File: config.mk
export PLATFORM = sky130hd
export DESIGN_NAME = bht_update_ctrl
export DESIGN_NICKNAME = d
export VERILOG_FILES = /design/src/rtl/bht_pkg.sv /design/src/rtl/bht_upd_fifo.sv /design/src/rtl/bht_update_ctrl.sv
export SDC_FILE = /design/constraint.sdc
export NUM_CORES = 1
export LEC_CHECK = 0
export BUFFER_PORTS_ARGS = -buffer_cell sky130_fd_sc_hd__buf_2
export CAP_MARGIN = 10
export CORE_ASPECT_RATIO = 0.6
export CORE_UTILIZATION = 35
export CTS_CLUSTER_SIZE = 40
export DETAILED_ROUTE_END_ITERATION = 10
export PLACE_DENSITY = 0.67
export SYNTH_ARGS = -nofsm -noshare
export SYNTH_HDL_FRONTEND = slang
export SYNTH_SLANG_ARGS = --single-unit
File: constraint.sdc
create_clock -name clk -period 1.9 [get_ports clk]
set_input_delay 0.38 -clock clk [delete_from_list [all_inputs] [get_ports clk]]
set_output_delay 0.38 -clock clk [all_outputs]
set_load 0.005 [all_outputs]
File: src/rtl/bht_pkg.sv
// bht_pkg
// Shared types and helpers for the branch-history-table update controller:
//   - bht_state_e    : controller FSM states
//   - bht_upd_t      : queued update entry {idx, taken}
//   - BHT_CNT_RST    : value every 2-bit counter is swept to after reset
//   - bht_sat_next() : saturating 2-bit counter update
// Optional feature macro used by the top: BHT_CTRL_STATS_EN.
package bht_pkg;

  typedef enum logic [1:0] {
    ST_INIT = 2'd0,
    ST_IDLE = 2'd1,
    ST_RD   = 2'd2,
    ST_WR   = 2'd3
  } bht_state_e;

  // Widest index the entry struct can carry; narrower tables use the low bits.
  localparam int unsigned BHT_IDX_MAX_W = 16;

  localparam logic [1:0] BHT_CNT_RST = 2'b10;

  typedef struct packed {
    logic [BHT_IDX_MAX_W-1:0] idx;
    logic                     taken;
  } bht_upd_t;

  function automatic logic [1:0] bht_sat_next(input logic [1:0] cnt, input logic taken);
    logic [1:0] nxt;
    if (taken) begin
      nxt = (cnt == 2'b11) ? 2'b11 : cnt + 2'd1;
    end else begin
      nxt = (cnt == 2'b00) ? 2'b00 : cnt - 2'd1;
    end
    return nxt;
  endfunction

endpackage

File: src/rtl/bht_upd_fifo.sv
// bht_upd_fifo
// Small synchronous FIFO holding resolved-branch updates until the
// controller finds a slot to read-modify-write the BHT array.
// Ports:
//   clk, rst_n      clock, async active-low reset (empties the FIFO)
//   push_i, wdata_i push request and entry (ignored when full)
//   pop_i           pop head (ignored when empty)
//   rdata_o         current head entry
//   full_o, empty_o occupancy flags
//   level_o         number of stored entries
// Simultaneous push and pop keeps occupancy; pointers wrap modulo QDEPTH.
module bht_upd_fifo #(
  parameter int unsigned QDEPTH = 4,
  parameter int unsigned W      = 9,
  localparam int unsigned AW    = $clog2(QDEPTH)
) (
  input  logic         clk,
  input  logic         rst_n,
  input  logic         push_i,
  input  logic [W-1:0] wdata_i,
  input  logic         pop_i,
  output logic [W-1:0] rdata_o,
  output logic         full_o,
  output logic         empty_o,
  output logic [AW:0]  level_o
);

  logic [W-1:0]  mem_q [QDEPTH];
  logic [AW-1:0] wr_ptr_q, rd_ptr_q;
  logic [AW:0]   cnt_q;
  logic          push_ok, pop_ok;

  assign full_o  = (cnt_q == (AW+1)'(QDEPTH));
  assign empty_o = (cnt_q == '0);
  assign level_o = cnt_q;
  assign rdata_o = mem_q[rd_ptr_q];
  assign push_ok = push_i & ~full_o;
  assign pop_ok  = pop_i & ~empty_o;

  always_ff @(posedge clk or negedge rst_n) begin
    if (!rst_n) begin
      wr_ptr_q <= '0;
      rd_ptr_q <= '0;
      cnt_q    <= '0;
    end else begin
      if (push_ok) wr_ptr_q <= wr_ptr_q + AW'(1);
      if (pop_ok)  rd_ptr_q <= rd_ptr_q + AW'(1);
      if (push_ok && !pop_ok)      cnt_q <= cnt_q + (AW+1)'(1);
      else if (pop_ok && !push_ok) cnt_q <= cnt_q - (AW+1)'(1);
    end
  end

  // Storage needs no reset: empty_o masks stale contents.
  always_ff @(posedge clk) begin
    if (push_ok) mem_q[wr_ptr_q] <= wdata_i;
  end

endmodule

File: src/rtl/bht_update_ctrl.sv
// bht_update_ctrl
// Arbitrates a single-ported 2-bit-counter BHT array between fetch lookups
// and queued execute-stage updates, after sweeping every entry to 2'b10.
//
// state | meaning
// INIT  | write BHT_CNT_RST to entry init_cnt, one per cycle
// IDLE  | serve lookups; start an update when allowed
// RD    | read old counter of FIFO head
// WR    | write saturated counter, pop FIFO
//
// Ports:
//   clk, rst_n                               clock, async active-low reset
//   pred_valid/pred_idx -> pred_ready/pred_taken   fetch lookup (0-cycle)
//   upd_valid/upd_idx/upd_taken -> upd_ready      resolved-branch update
//   arr_we/arr_rindex/arr_windex/arr_wdata, arr_rdata  external array
//   init_done, stat_pred_cnt, stat_stall_cnt      status
// Optional macro BHT_CTRL_STATS_EN enables the saturating lookup/stall
// counters; without it both stat outputs are tied to 0.
module bht_update_ctrl
  import bht_pkg::*;
#(
  parameter int unsigned SIZE   = 256,
  parameter int unsigned QDEPTH = 4,
  localparam int unsigned IW    = $clog2(SIZE),
  localparam int unsigned QAW   = $clog2(QDEPTH)
) (
  input  logic          clk,
  input  logic          rst_n,
  input  logic          pred_valid,
  input  logic [IW-1:0] pred_idx,
  output logic          pred_ready,
  output logic          pred_taken,
  input  logic          upd_valid,
  input  logic [IW-1:0] upd_idx,
  input  logic          upd_taken,
  output logic          upd_ready,
  output logic          arr_we,
  output logic [IW-1:0] arr_rindex,
  output logic [IW-1:0] arr_windex,
  output logic [1:0]    arr_wdata,
  input  logic [1:0]    arr_rdata,
  output logic          init_done,
  output logic [31:0]   stat_pred_cnt,
  output logic [31:0]   stat_stall_cnt
);

  bht_state_e     state_q, state_d;
  logic [IW-1:0]  init_cnt_q, init_cnt_d;
  logic [1:0]     old_q;
  logic           init_done_q;
  logic           arr_we_c;

  logic           fifo_push, fifo_pop, fifo_full, fifo_empty;
  logic [IW:0]    fifo_wdata, fifo_rdata;
  logic [QAW:0]   fifo_level;
  bht_upd_t       head;
  logic [IW-1:0]  head_idx;
  logic [BHT_IDX_MAX_W-1:0] head_idx_unused;
  logic           stays_nonempty;

  assign upd_ready  = (state_q != ST_INIT) & ~fifo_full;
  assign fifo_push  = upd_valid & upd_ready;
  assign fifo_wdata = {upd_idx, upd_taken};

  bht_upd_fifo #(
    .QDEPTH (QDEPTH),
    .W      (IW + 1)
  ) u_fifo (
    .clk     (clk),
    .rst_n   (rst_n),
    .push_i  (fifo_push),
    .wdata_i (fifo_wdata),
    .pop_i   (fifo_pop),
    .rdata_o (fifo_rdata),
    .full_o  (fifo_full),
    .empty_o (fifo_empty),
    .level_o (fifo_level)
  );

  assign head.idx        = BHT_IDX_MAX_W'(fifo_rdata[IW:1]);
  assign head.taken      = fifo_rdata[0];
  assign head_idx        = head.idx[IW-1:0];
  assign head_idx_unused = head.idx;

  // After this WR's pop, is anything left (a same-cycle push counts)?
  assign stays_nonempty = (fifo_level > (QAW+1)'(1)) | fifo_push;

  always_comb begin
    state_d    = state_q;
    init_cnt_d = init_cnt_q;
    pred_ready = 1'b0;
    arr_we_c   = 1'b0;
    arr_rindex = pred_idx;
    arr_windex = init_cnt_q;
    arr_wdata  = BHT_CNT_RST;
    fifo_pop   = 1'b0;
    case (state_q)
      ST_INIT: begin
        arr_we_c   = 1'b1;
        init_cnt_d = init_cnt_q + IW'(1);
        if (init_cnt_q == IW'(SIZE - 1)) state_d = ST_IDLE;
      end
      ST_IDLE: begin
        // A full queue wins over lookups so updates cannot starve.
        if (!fifo_empty && (!pred_valid || fifo_full)) state_d = ST_RD;
        else pred_ready = 1'b1;
      end
      ST_RD: begin
        arr_rindex = head_idx;
        state_d    = ST_WR;
      end
      ST_WR: begin
        // Array read bypasses wdata while writing, so lookups stay blocked.
        arr_rindex = head_idx;
        arr_we_c   = 1'b1;
        arr_windex = head_idx;
        arr_wdata  = bht_sat_next(old_q, head.taken);
        fifo_pop   = 1'b1;
        if (stays_nonempty && (!pred_valid || fifo_full)) state_d = ST_RD;
        else state_d = ST_IDLE;
      end
      default: state_d = ST_INIT;
    endcase
  end

  always_ff @(posedge clk or negedge rst_n) begin
    if (!rst_n) begin
      state_q     <= ST_INIT;
      init_cnt_q  <= '0;
      old_q       <= '0;
      init_done_q <= 1'b0;
    end else begin
      state_q     <= state_d;
      init_cnt_q  <= init_cnt_d;
      init_done_q <= init_done_q | (state_q != ST_INIT);
      if (state_q == ST_RD) old_q <= arr_rdata;
    end
  end

  // State sits in INIT while reset is held; keep the array untouched then.
  assign arr_we     = arr_we_c & rst_n;
  assign pred_taken = arr_rdata[1];
  assign init_done  = init_done_q;

`ifdef BHT_CTRL_STATS_EN
  logic [31:0] stat_pred_q, stat_stall_q;

  always_ff @(posedge clk or negedge rst_n) begin
    if (!rst_n) begin
      stat_pred_q  <= '0;
      stat_stall_q <= '0;
    end else begin
      if (pred_valid && pred_ready && (stat_pred_q != '1))
        stat_pred_q <= stat_pred_q + 32'd1;
      if (pred_valid && !pred_ready && (state_q != ST_INIT) && (stat_stall_q != '1))
        stat_stall_q <= stat_stall_q + 32'd1;
    end
  end

  assign stat_pred_cnt  = stat_pred_q;
  assign stat_stall_cnt = stat_stall_q;
`else
  assign stat_pred_cnt  = 32'd0;
  assign stat_stall_cnt = 32'd0;
`endif

endmodule

* After elaboration in Yosys (flattened, before gate mapping)
Memories as Yosys holds them, arrays and structs flattened.
Cells that the tools add are included.
** Word-level totals
- Register bits after elaboration :: 20
- RAM bits :: 36
- Input bits :: 23
- Output and inout port bits :: 87
- Logic and storage cells :: 68
- Memories :: 1
** Memory list
- u_fifo.mem_q :: depth 4, bits a word 9, read ports 1, clocked after Yosys merged registers in 0, wr ports 1, line bht_upd_fifo.sv:28 : logic [W-1:0] mem_q [QDEPTH];
** Cells by class
- Add/subtract/negate cells :: 7
- Magnitude comparators :: 1
- Equality and inequality tests :: 8
- Muxes and demuxes :: 18
- Bitwise operators :: 9
- Reduce and logical (&&, ||, !) cells :: 17
** Operators with widths (number)
- 2-to-1 mux 8 bit :: 2
- 2-to-1 mux 2 bit :: 7
- adder 8 x 1 -> 8 bit, second input constant :: 1
- == test 8 bit, second input constant :: 1
- case mux 2 bit (4 select lines) :: 1
- adder 2 x 1 -> 2 bit, second input constant :: 3
- == test 2 bit, second input constant :: 3
- 2-to-1 mux 1 bit :: 6
- 2-to-1 mux 3 bit :: 2
- bitwise AND 1 bit :: 5
- logical AND 1 bit :: 4
- logical NOT 1 bit :: 4
- logical NOT 2 bit :: 2
- inequality test 2 bit, second input constant :: 2
- nonzero test 2 bit :: 2
- OR reduction 2 bit :: 2
- adder 3 x 1 -> 3 bit, second input constant :: 1
- == test 3 bit, second input constant :: 1
- greater-than comparator 3 x 1 -> 1 bit, second input constant :: 1
- logical NOT 3 bit :: 1
- subtractor 3 x 1 -> 3 bit, second input constant :: 1
- == test 2 x 1 -> 1 bit, second input constant :: 1
- inverter 1 bit :: 2
- OR 1 bit :: 2
- other kinds (3) :: 3

* Logic depth before layout (Yosys ltp)
- Depth in word-level cells :: 9
- Depth in mapped cells :: 9

* Hierarchy
From an unflattened synthesis, not the netlist that was laid out.
** Unflattened totals
- Cells, all modules :: 235
- Area, all modules :: 3176.8 µm²
** Modules (own cells, without submodules)
- bht_upd_fifo :: times used 1, cells an instance 83, area each 1721.7 µm²
- bht_update_ctrl :: times used 1, cells an instance 152, area each 1455.1 µm²

* Worst setup path after synthesis
No wires, ideal clock.
- Path kind :: flip-flop to flip-flop
- Start :: reg state_q[0]
- End :: reg u_fifo.cnt_q[2], in the netlist u_fifo.level_o[2]
- Arrival time :: 1.912 ns
- Path slack :: -0.138 ns
- Stages on the path, launching flop included :: 10
- Clock period less this slack :: 2.038 ns
- Cell sequence :: dfrtp_1 -> inv_1 -> ha_1 -> buf_2 -> a21oi_1 -> and2_0 -> ha_1 -> mux2i_1 -> nor2_1 -> xor2_1
** On the way
- Cells in the longest elaborated chain, start to end :: 7
- Elaborated cells on any way between the ends :: 13
- Those cells by class :: eq/ne (1); mux (2); bitwise (4); reduce/logical (6)
** RTL lines
- start: declaration :: line bht_update_ctrl.sv:47 : bht_state_e state_q, state_d;
- start signal: assignment :: line bht_update_ctrl.sv:133 : state_q <= state_d;
- nonzero test 2 bit (*) :: line bht_update_ctrl.sv:61 : assign upd_ready = (state_q != ST_INIT) & ~fifo_full;
- bitwise AND 1 bit (*) :: line bht_update_ctrl.sv:61
- net upd_ready :: line bht_update_ctrl.sv:36 : output logic upd_ready,
- bitwise AND 1 bit (*) :: line bht_update_ctrl.sv:62 : assign fifo_push = upd_valid & upd_ready;
- bitwise AND 1 bit (*) :: line bht_upd_fifo.sv:37 : assign push_ok = push_i & ~full_o;
- net u_fifo.push_ok :: line bht_upd_fifo.sv:31 : logic push_ok, pop_ok;
- logical NOT 1 bit :: line bht_upd_fifo.sv:49 : else if (pop_ok && !push_ok) cnt_q <= cnt_q - (AW+1)'(1);
- logical AND 1 bit :: line bht_upd_fifo.sv:49
- nonzero test 2 bit (no line)
- end signal: assignment :: line bht_upd_fifo.sv:48 : if (push_ok && !pop_ok) cnt_q <= cnt_q + (AW+1)'(1);
- end signal: assignment :: line bht_upd_fifo.sv:49
- end: declaration :: line bht_upd_fifo.sv:30 : logic [AW:0] cnt_q;
Mark *: on every way through the listed nets, which the timed path passes. The rest lies on a longest branch.
A chain may end at the register's enable or synchronous reset.

* Worst setup path in the final report
- Start :: reg u_fifo.rd_ptr_q[0]
- End :: out arr_rindex[2]
** On the way
- Cells in the longest elaborated chain, start to end :: 2
** RTL lines
- start: declaration :: line bht_upd_fifo.sv:29 : logic [AW-1:0] wr_ptr_q, rd_ptr_q;
- start signal: assignment :: line bht_upd_fifo.sv:47 : if (pop_ok) rd_ptr_q <= rd_ptr_q + AW'(1);
- memory read (4 x 9 bit)
- 2-to-1 mux 8 bit :: line bht_update_ctrl.sv:97 : case (state_q)
- end: declaration :: line bht_update_ctrl.sv:38 : output logic [IW-1:0] arr_rindex,
Every way passes these cells.

==> results.md <==
* Outcome: finished with violations
* Violated checks: setup timing
* Port bufs at 45
* Row cnt at 26
* Post-synthesis sequential element count at 56
* Final min period at 2.18 ns
* Sw frac at 0.331
* Most used flip-flop cell after synthesis: edfxtp_1
* Final Hold Vio Count at 0
* CTS Sinks at 56
* Synth area leader: edfxtp_1
* Post-synth EDFFs at 36
* Top cell type's share of synthesized area at 0.348
* Placed Cells incl. Taps at 404
* Final Max Tran Viols at 0
* Fill cells at 772
* Yosys Warn Count at 0
* CP max FO at 6
* Part of the Yosys area used for sequential elements at 0.509
* Root Buffer: clkbuf_16
* ANT nets after route at 0
* Fraction of layout cells with a size suffix above 1 at 0.355
* Gr ovfl total at 0
* Cell internal pwr at 4.07 mW
* Clock tree buffer depth at 2
* Final #Nets at 340
* H-tree levels at 2
* Clock-pin slew on the worst setup and hold paths at 0.07 ns
* CP arrival at 1.80 ns
* Storage cell area at 1580 sq um
* Vias in the first global route at 1604
* Initial Util at 0.363
* Syn Area/Cell at 13.0 sq um
* Post-Syn Instances at 240
* Flop pwr share at 0.319
* Worst endpoint required time at 1.52 ns
* Clock power frac at 0.172
* Post-synthesis cell area at 3110 sq um
* Detailed Route Iter0 Violations at 77
* # hold bufs at CTS at 0
* Count of final setup violators at 18
* Total power at 6.09 mW
* Post-route setup slack at -0.276 ns
* Tot GR Track Use at 0.129
* Critical path class: flip-flop to output port
* Hpwl dp at 4370 um
* GP Congestion at 0.772
* CP startpoint kind: flip-flop
* Synth cell types at 30
* Antenna Cells at 0
* Cell Area, Placed at 3350 sq um
* Largest cells by area after synthesis: edfxtp_1 35%, dfrtp_1 16%, buf_4 16%
* # DRC at 0
* Worst hold margin at 0.0648 ns
* Wire per inst at 14.0 um
* DR vias at 1788
* Total negative slack for setup checks at -4.22 ns
* MaxCap Viol Count at 0
* CTS tree: done
* Most frequent cells after synthesis: 65 x buf_4, 36 x edfxtp_1, 20 x dfrtp_1
* DRT Wirelength at 5840 um
* Peak supply drop at 0.759 mV
* Count leader, synth: buf_4
* P_leak at 1.67 nW
* Layout Area Growth over Synthesis at 20.1%
* Multi-input logic area at 1310 sq um
* Worst R2R Start: state_q[1]
* Reg2Reg Depth at 6
* Setup crit end kind: output port
* Worst flop-to-flop path endpoint: u_fifo.level_o[2]
* DR vias/cell at 4.30
* Reg2Reg Setup Slack at 0.10 ns
* Number of buffers created by CTS at 5
* Die X at 124 um
* Async set or reset register ratio after synthesis at 0.357
* RSZ-0062 raised after global routing: true
* Power density over the cells at 1630 nW/um^2
* Die Span Y at 75.0 um
* Final Cycle Share at 1.15
* Clock Latency Late Sink at 0.29 ns
* FMAX at 460 MHz
* Min-delay worst type: input pin to asynchronous set/reset pin
* Total net switching power at 2.01 mW
* Final Cell Area at 3730 sq um
* Drt pass-1 iters at 4
* Largest net degree at the start of global routing at 21
* Clk_skew at 0.00579 ns
* Initial antenna violation count at 0
* Final std cells w/o fill at 416
* Combinational share of power at 0.509
* Die ar. at 9280 sq um
* First-pass GRT wire length at 8520 um
* Core region area at 8560 sq um
* I/O Pins at 110
-- state kept, by name (all words and copies together) (netlist names) --
| register | count |
|---|---|
| init_done | 1 |
| u_fifo.rd_ptr_q | 2 |
| u_fifo.level_o | 3 |
| state_q | 2 |
| u_fifo.mem_q | 36 |
| old_q | 2 |
| u_fifo.wr_ptr_q | 2 |
| init_cnt_q | 8 |
-- worst max-delay path, stage by stage, from the launching register on --
cell and delay [ns]:
dfrtp_1 0.40, buf_12 0.14, mux4_2 0.55, mux2_4 0.29, buf_6 0.11
-- power groups by stage --
stage / Clock, mW / Sequential (mW) / Combinational, mW
CTS: 1.07 / 1.93 / 2.63
detailed placement: 0 / 1.96 / 2.42
finish: 1.05 / 1.94 / 3.10
floorplan: 0 / 1.84 / 1.68
global route: 1.11 / 1.98 / 3.40
global placement: 0 / 1.95 / 2.37
-- routing by layer --
| layer | global-route usage | vias to the layer above | part of all wire |
|---|---|---|---|
| met5 | 0 | - | 0 |
| met4 | 0.0442 | 0 | 0.0098 |
| met3 | 0.0295 | 6 | 0.057 |
| met2 | 0.204 | 66 | 0.46 |
| met1 | 0.176 | 874 | 0.47 |
| li1 | - | 842 | - |
-- cell type report --
| cell class | instances | share of cell area |
|---|---|---|
| Sequential cell | 56 | 0.424 |
| Inverter | 9 | 0.00905 |
| Clock buffer | 6 | 0.0345 |
| Multi-Input combinational cell | 169 | 0.350 |
| Clock inverter | 2 | 0.0104 |
| Timing Repair Buffer | 62 | 0.134 |
| Tap cell | 112 | 0.0375 |
-- what timing repair did --
action / CTS / global route
endpoints found under the hold margin: 0 / 0
buffers inserted: 2 / 2
resized for setup: 15 / 32
setup endpoints to repair: 19 / 22
pin swaps: 2 / 2
-- stage by stage --
step / setup WS (ns) / utilization
finish: -0.276 / 0.437
global route: -0.315 / 0.437
CTS: -0.264 / 0.419
detailed placement: 0.00339 / 0.391
global placement: 0.00770 / 0.391
floorplan: 0.00206 / -
-- logic make-up (layout without fill, tap and decap cells) --
kind of cell / after synthesis / after routing / share of synthesized area
XOR/XNOR: 13 / 13 / 0.0366
buffers and inverters: 78 / 79 / 0.176
other: 1 / 64 / 0.00121
adder cells (fa/ha/maj): 14 / 14 / 0.0563
flip-flops: 56 / 56 / 0.509
AND/OR/NAND/NOR: 35 / 35 / 0.0567
multiplexers: 28 / 28 / 0.135
AO/OA/AOI/OAI: 15 / 15 / 0.0294
-- cells in the final DEF (no fill, tap or decap), types with 5 or more instances in the layout --
cell	instances
inv_1	6
buf_2	31
mux4_2	9
buf_4	10
nor2_1	6
edfxtp_1	36
and3_1	5
buf_6	17
mux2_4	14
xor2_1	5
ha_1	11
nand2_1	8
conb_1	64
dfrtp_1	19
xnor2_1	8
clkbuf_16	5
-- worst max-delay path by stage --
| stage | start | slack, ns | cells past startpoint | end |
|---|---|---|---|---|
| floorplan | state_q[0] | 0.002 | 9 | u_fifo.level_o[2] |
| global placement | state_q[0] | 0.008 | 6 | arr_rindex[4] |
| detailed placement | state_q[0] | 0.003 | 6 | arr_rindex[6] |
| CTS | u_fifo.rd_ptr_q[0] | -0.26 | 4 | arr_windex[7] |
| global route | u_fifo.rd_ptr_q[0] | -0.31 | 4 | arr_rindex[5] |
| finish | u_fifo.rd_ptr_q[0] | -0.28 | 4 | arr_rindex[2] |
Note: power is estimated with default switching activity, not from simulation.
